### src/rtl/fetch_stage.sv
// Instruction-fetch stage and F/D pipeline register: owns PCF, issues imem reads
// (at most one outstanding), holds one response in a skid slot while decode is stalled.
module fetch_stage #(
    parameter int                        ADDRESS_WIDTH = 32,
    parameter int                        DATA_WIDTH    = 32,
    parameter logic [ADDRESS_WIDTH-1:0]  RESET_PC      = '0,
    parameter logic [DATA_WIDTH-1:0]     NOP_INSTR     = 32'h00000013
) (
    input  logic                     clk,
    input  logic                     rst_n,
    input  logic                     StallF,
    input  logic                     StallD,
    input  logic                     FlushD,
    input  logic                     PCSrcE,
    input  logic [ADDRESS_WIDTH-1:0] PCTargetE,
    output logic                     imem_req,
    output logic [ADDRESS_WIDTH-1:0] imem_addr,
    input  logic                     imem_rvalid,
    input  logic [DATA_WIDTH-1:0]    imem_rdata,
    output logic [ADDRESS_WIDTH-1:0] PCF,
    output logic [DATA_WIDTH-1:0]    InstrD,
    output logic [ADDRESS_WIDTH-1:0] PCD,
    output logic [ADDRESS_WIDTH-1:0] PCPlus4D,
    output logic                     ValidD
);

    typedef enum logic [1:0] {IDLE, WAIT, DISCARD} state_t;

    state_t                   state, state_next;
    logic [ADDRESS_WIDTH-1:0] req_pc;
    logic                     skid_valid;
    logic [DATA_WIDTH-1:0]    skid_instr;
    logic [ADDRESS_WIDTH-1:0] skid_pc;

    logic                     resp;
    logic                     deliver;
    logic                     issue;
    logic [ADDRESS_WIDTH-1:0] target;
    logic [ADDRESS_WIDTH-1:0] load_pc;
    logic [DATA_WIDTH-1:0]    load_instr;

    assign resp   = (state == WAIT) && imem_rvalid;
    // A redirect kills both the in-flight response and the skid entry: both are wrong-path.
    assign deliver = (resp || skid_valid) && !PCSrcE;
    assign issue  = rst_n && !PCSrcE && !StallF && !skid_valid && !(resp && StallD) &&
                    ((state == IDLE) || resp);
    assign target = PCTargetE & ~ADDRESS_WIDTH'(3);

    assign load_pc    = skid_valid ? skid_pc    : req_pc;
    assign load_instr = skid_valid ? skid_instr : imem_rdata;

    // State register
    always_ff @(posedge clk) begin
        if (!rst_n) state <= IDLE;
        else        state <= state_next;
    end

    // Next-state logic
    always_comb begin
        state_next = state;
        case (state)
            IDLE: if (issue) state_next = WAIT;
            WAIT: begin
                if (PCSrcE)           state_next = imem_rvalid ? IDLE : DISCARD;
                else if (imem_rvalid) state_next = issue ? WAIT : IDLE;
            end
            DISCARD: if (imem_rvalid) state_next = IDLE;
            default: state_next = IDLE;
        endcase
    end

    // Request outputs
    always_comb begin
        imem_req  = issue;
        imem_addr = PCF;
    end

    always_ff @(posedge clk) begin
        if (!rst_n) begin
            PCF    <= RESET_PC;
            req_pc <= '0;
        end else if (PCSrcE) begin
            PCF    <= target;
        end else if (issue) begin
            PCF    <= PCF + ADDRESS_WIDTH'(4);
            req_pc <= PCF;
        end
    end

    always_ff @(posedge clk) begin
        if (!rst_n) begin
            skid_valid <= 1'b0;
            skid_instr <= NOP_INSTR;
            skid_pc    <= '0;
        end else if (FlushD || PCSrcE) begin
            skid_valid <= 1'b0;
        end else if (StallD) begin
            if (resp) begin
                skid_valid <= 1'b1;
                skid_instr <= imem_rdata;
                skid_pc    <= req_pc;
            end
        end else if (skid_valid) begin
            skid_valid <= 1'b0;
        end
    end

    // F/D register: flush beats stall beats load
    always_ff @(posedge clk) begin
        if (!rst_n) begin
            ValidD   <= 1'b0;
            InstrD   <= NOP_INSTR;
            PCD      <= '0;
            PCPlus4D <= '0;
        end else if (FlushD) begin
            ValidD   <= 1'b0;
            InstrD   <= NOP_INSTR;
        end else if (!StallD) begin
            if (deliver) begin
                ValidD   <= 1'b1;
                InstrD   <= load_instr;
                PCD      <= load_pc;
                PCPlus4D <= load_pc + ADDRESS_WIDTH'(4);
            end else begin
                ValidD   <= 1'b0;
                InstrD   <= NOP_INSTR;
            end
        end
    end

endmodule

### config.mk
export PLATFORM = sky130hd
export DESIGN_NAME = fetch_stage
export DESIGN_NICKNAME = d
export VERILOG_FILES = /design/src/rtl/fetch_stage.sv
export SDC_FILE = /design/constraint.sdc
export NUM_CORES = 1
export LEC_CHECK = 0
export CAP_MARGIN = 0
export CORE_MARGIN = 1
export CORE_UTILIZATION = 56
export CTS_BUF_LIST = sky130_fd_sc_hd__clkbuf_4 sky130_fd_sc_hd__clkbuf_8
export CTS_CLUSTER_DIAMETER = 200
export DETAILED_ROUTE_END_ITERATION = 6
export PLACE_DENSITY_LB_ADDON = 0.08
export SLEW_MARGIN = 20
export SYNTH_ARGS = -nofsm -noshare
export SYNTH_HDL_FRONTEND = slang
export SYNTH_SLANG_ARGS = --single-unit
### constraint.sdc
create_clock -name clk -period 5.4 [get_ports clk]
set_clock_uncertainty 0.15 [all_clocks]
set_input_delay 1.35 -clock clk [delete_from_list [all_inputs] [get_ports clk]]
set_output_delay 1.35 -clock clk [all_outputs]
set_load 0.1 [all_outputs]
==> reports/results.txt <==
The global-route usage over all layers was 0.292; the area added between synthesis and finish was 26.6%. In this run the deepest clock path goes through 3 buffers. The logs give 770 for the violation count after the first detailed-routing iteration and 36 for the total clock buffers created by CTS. Routability-driven placement finished with a final weighted congestion of 0.885.

The fraction of layout cells with a size suffix above 1 works out to 0.0676. The number of pins with negative max-slew slack in the final report was 0; the count of port buffers added during placement was 222. The tools report the effective utilization at floorplan as 0.580.

The count of buffers added by post-CTS timing repair for setup is 0. Walking the worst path, the cells encountered are clkdlybuf4s50_1 -> or3_4 -> a211o_1 -> clkinv_1 -> buf_12. The first-pass iteration count of the detailed router is 6. OpenSTA, run right after detailed placement, puts the worst setup slack at 1.16 ns. The net count of the finished layout is 1491. The horizontal die dimension was 136 um; the row count was 48. The tool flagged a number of max-cap violations equal to 0. In the post-route analysis, the smallest setup slack over all paths is 1.15 ns.

Adding up every negative setup slack in the final design gives 0 ns. Entering global routing, the biggest net connects 96 pins. The library cell used most frequently in the layout, excluding fill and tap cells, is sky130_fd_sc_hd__nand2_1. The arrival time at the worst endpoint is 2.75 ns.

The run gives 0.53 ns as the clock latency at the later pin of the worst-skew pair. Worst min-delay path category: register to register. The number of global-route vias before repair is 8638, and the detailed placement HPWL is 18600 um. The logs give 1267 for the synthesized instance count and 0.182 mV for the maximum ir drop on the vdd rail. For this block, the via count after detailed routing is 9777. Setup repair after global routing left no endpoint under its margin. Core outline area: 17500 um2. In the final routed layout, each cell accounts on average for 16.6 um. The total count of hold-check failures in the final report was 0; the worst-case headroom to the max-slew limit was 0.311.

The first-pass GRT wire length is 43700 um. The run gives 10100 um2 as the post-synth design cell area. Each instance of the synthesized netlist takes up on average 8.00 um2.

The netlist uses 63 different library cells. For this run, the leading register cell type out of synthesis is sky130_fd_sc_hd__dfxtp_1. Clock-pin slew was measured on the worst setup and hold paths at 0.06 ns. Fill cells in the final layout number 1400. The run finished with clean final reports. The tools report the number of antenna violations at the first check in global routing as 0. The logs give 0 for the count of cells resized by post-cts repair and 0 for the final global-route overflow total. At the worst endpoint, the required time is 3.90 ns. Fraction of registers with async set/reset: 0. Library cell contributing the largest single delay on the critical path: sky130_fd_sc_hd__clkdlybuf4s50_1. Yosys mapped a number of flops with a built-in enable equal to 0.

After detailed routing, the number of vias per cell comes to 5.89. Setup violations remaining at the end of the flow were counted as 0. The routed design has 27600 um of wire. The cell at the root of the clock tree was sky130_fd_sc_hd__clkbuf_8.

The antenna diode count came out at 0. The DRC violations left came out at 0. Summing all multi-input logic gate instances after layout gives 5120 um2. The worst path in the final design needs a cycle of 4.25 ns, including I/O delays and setup. From bottom edge to top edge, the die measures 136 um. The largest incremental delay on the critical path was 0.43 ns.

Proportion of synthesized chip area in sequential cells: 0.431. 233 I/O pins were placed. TritonCTS built the clock tree. Yosys attributes the largest share of cell area to sky130_fd_sc_hd__dfxtp_1 (43%), sky130_fd_sc_hd__nand2_1 (9.0%), sky130_fd_sc_hd__a21oi_1 (7.1%), sky130_fd_sc_hd__mux2i_1 (5.3%), sky130_fd_sc_hd__nor2_1 (3.3%). Clock tree synthesis found a total of 218 sinks. Summed over all cells, the static leakage comes to 4.11 nW. The die covers 18600 um2. The largest total area in the synthesized netlist belongs to sky130_fd_sc_hd__dfxtp_1. For the highest achievable clock rate, the log shows 0.235 GHz. The actual transition at the worst max-transition pin works out to 1.03 ns. In the layout the commonest cells are sky130_fd_sc_hd__nand2_1 (242), sky130_fd_sc_hd__clkdlybuf4s50_1 (219), sky130_fd_sc_hd__dfxtp_1 (217), sky130_fd_sc_hd__a21oi_1 (144), sky130_fd_sc_hd__nor2_1 (88). Across the whole layout, storage elements account for 4370 um2. The H-tree was split into 2 levels.

The count of nets left with antenna violations once routing finished came out at 0. Ratio of total power to cell area: 279 nW/um2. The count of warnings emitted by yosys is 0, and the maximum fanout encountered on the critical timing path is 3. The post-route fraction of the period consumed by the critical path is 0.787. The count of state elements after synthesis was 218.

The run gives 3.57 mW as the total power. The area share of the largest cell type after synthesis is 0.431. The worst setup path is captured at an output port. The tightest hold path in the finished design has a slack of 0.300 ns. The hold-fix buffer count after cts is 0. The worst setup path is of the input port to output port kind. The worst setup path is launched from an input port.
worst max-delay path, delay by kind of cell:
| family | cells | cell delay, ns |
|---|---|---|
| buffers and inverters | 3 | 0.75 |
| AOI/OAI and AO/OA | 1 | 0.30 |
| and+or+nand+nor | 1 | 0.35 |
sequential cells by signal (all words and copies together) (netlist names):
signal and flops:
ValidD 1, InstrD 32, skid_pc 30, PCD 30, skid_valid 1, req_pc 30, skid_instr 32, state 2
PCF 30, PCPlus4D 30
power by group:
part | internal [mW] | switching (mW) | leakage, nW
clock network | 0.773 | 0.622 | 0.362
logic | 0.133 | 0.372 | 1.98
registers | 1.63 | 0.0420 | 1.76
area by class of cell:
cell class	instances	area share
clock inverter	3	0.00117
multi-input combinational	915	0.399
tap	225	0.0219
clock buffer	52	0.0514
sequential	218	0.341
inverter	8	0.00254
timing repair buffer	239	0.183
metal layers:
| metal | GRT usage | share of wire | wire length [um] |
|---|---|---|---|
| met4 | 0.0870 | 0.016 | 442 |
| met3 | 0.0544 | 0.094 | 2590 |
| met5 | 0 | 0 | 0 |
| met2 | 0.445 | 0.44 | 12200 |
| met1 | 0.416 | 0.45 | 12400 |
kinds of logic (layout without fill, tap and decap cells):
group / Yosys count / count (layout) / share of synthesized area
buf+inv: 141 / 302 / 0.0682
other cells: 1 / 8 / 0.000370
flops: 218 / 218 / 0.431
fa+ha+maj: 2 / 2 / 0.00247
simple gates: 548 / 548 / 0.252
compound gates: 274 / 274 / 0.165
xor+xnor: 20 / 20 / 0.0173
mux: 63 / 63 / 0.0634
synthesized netlist by cell type, types with 9 or more instances:
| cell | number |
|---|---|
| sky130_fd_sc_hd__nand3_1 | 58 |
| sky130_fd_sc_hd__o21ai_0 | 21 |
| sky130_fd_sc_hd__xnor2_1 | 15 |
| sky130_fd_sc_hd__nand2_1 | 242 |
| sky130_fd_sc_hd__mux2i_1 | 54 |
| sky130_fd_sc_hd__buf_4 | 39 |
| sky130_fd_sc_hd__o211ai_1 | 13 |
| sky130_fd_sc_hd__and4_1 | 10 |
| sky130_fd_sc_hd__clkbuf_1 | 70 |
| sky130_fd_sc_hd__nand4_1 | 31 |
| sky130_fd_sc_hd__a211oi_1 | 34 |
| sky130_fd_sc_hd__and3_1 | 12 |
| sky130_fd_sc_hd__mux2_2 | 9 |
| sky130_fd_sc_hd__a31oi_1 | 14 |
| sky130_fd_sc_hd__nor2b_1 | 10 |
| sky130_fd_sc_hd__dfxtp_1 | 218 |
| sky130_fd_sc_hd__nor2_1 | 88 |
| sky130_fd_sc_hd__buf_2 | 12 |
| sky130_fd_sc_hd__a21oi_1 | 144 |
| sky130_fd_sc_hd__buf_1 | 12 |
| sky130_fd_sc_hd__or3_1 | 12 |
| sky130_fd_sc_hd__nand4b_1 | 10 |
| sky130_fd_sc_hd__nor3_1 | 44 |
stage by stage:
| stage | instance area [um2] | instances | util |
|---|---|---|---|
| after floorplan | 10200 | 1274 | - |
| after global placement | 12100 | 1605 | 0.695 |
| after detailed placement | 12200 | 1605 | 0.695 |
| after CTS | 12800 | 1660 | 0.734 |
| after global routing | 12800 | 1660 | 0.734 |
| final | 12800 | 1660 | 0.734 |
worst paths after layout:
check	depth (start not counted)	from	slack (ns)	endpoint
max	5	StallF	1.15	imem_req
min	2	PCPlus4D[15]	0.30	PCPlus4D[15]
max reg2reg	7	skid_valid	2.01	PCPlus4D[24]
min reg2reg	2	PCPlus4D[15]	0.30	PCPlus4D[15]
Note: power is estimated with default switching activity, not from simulation.
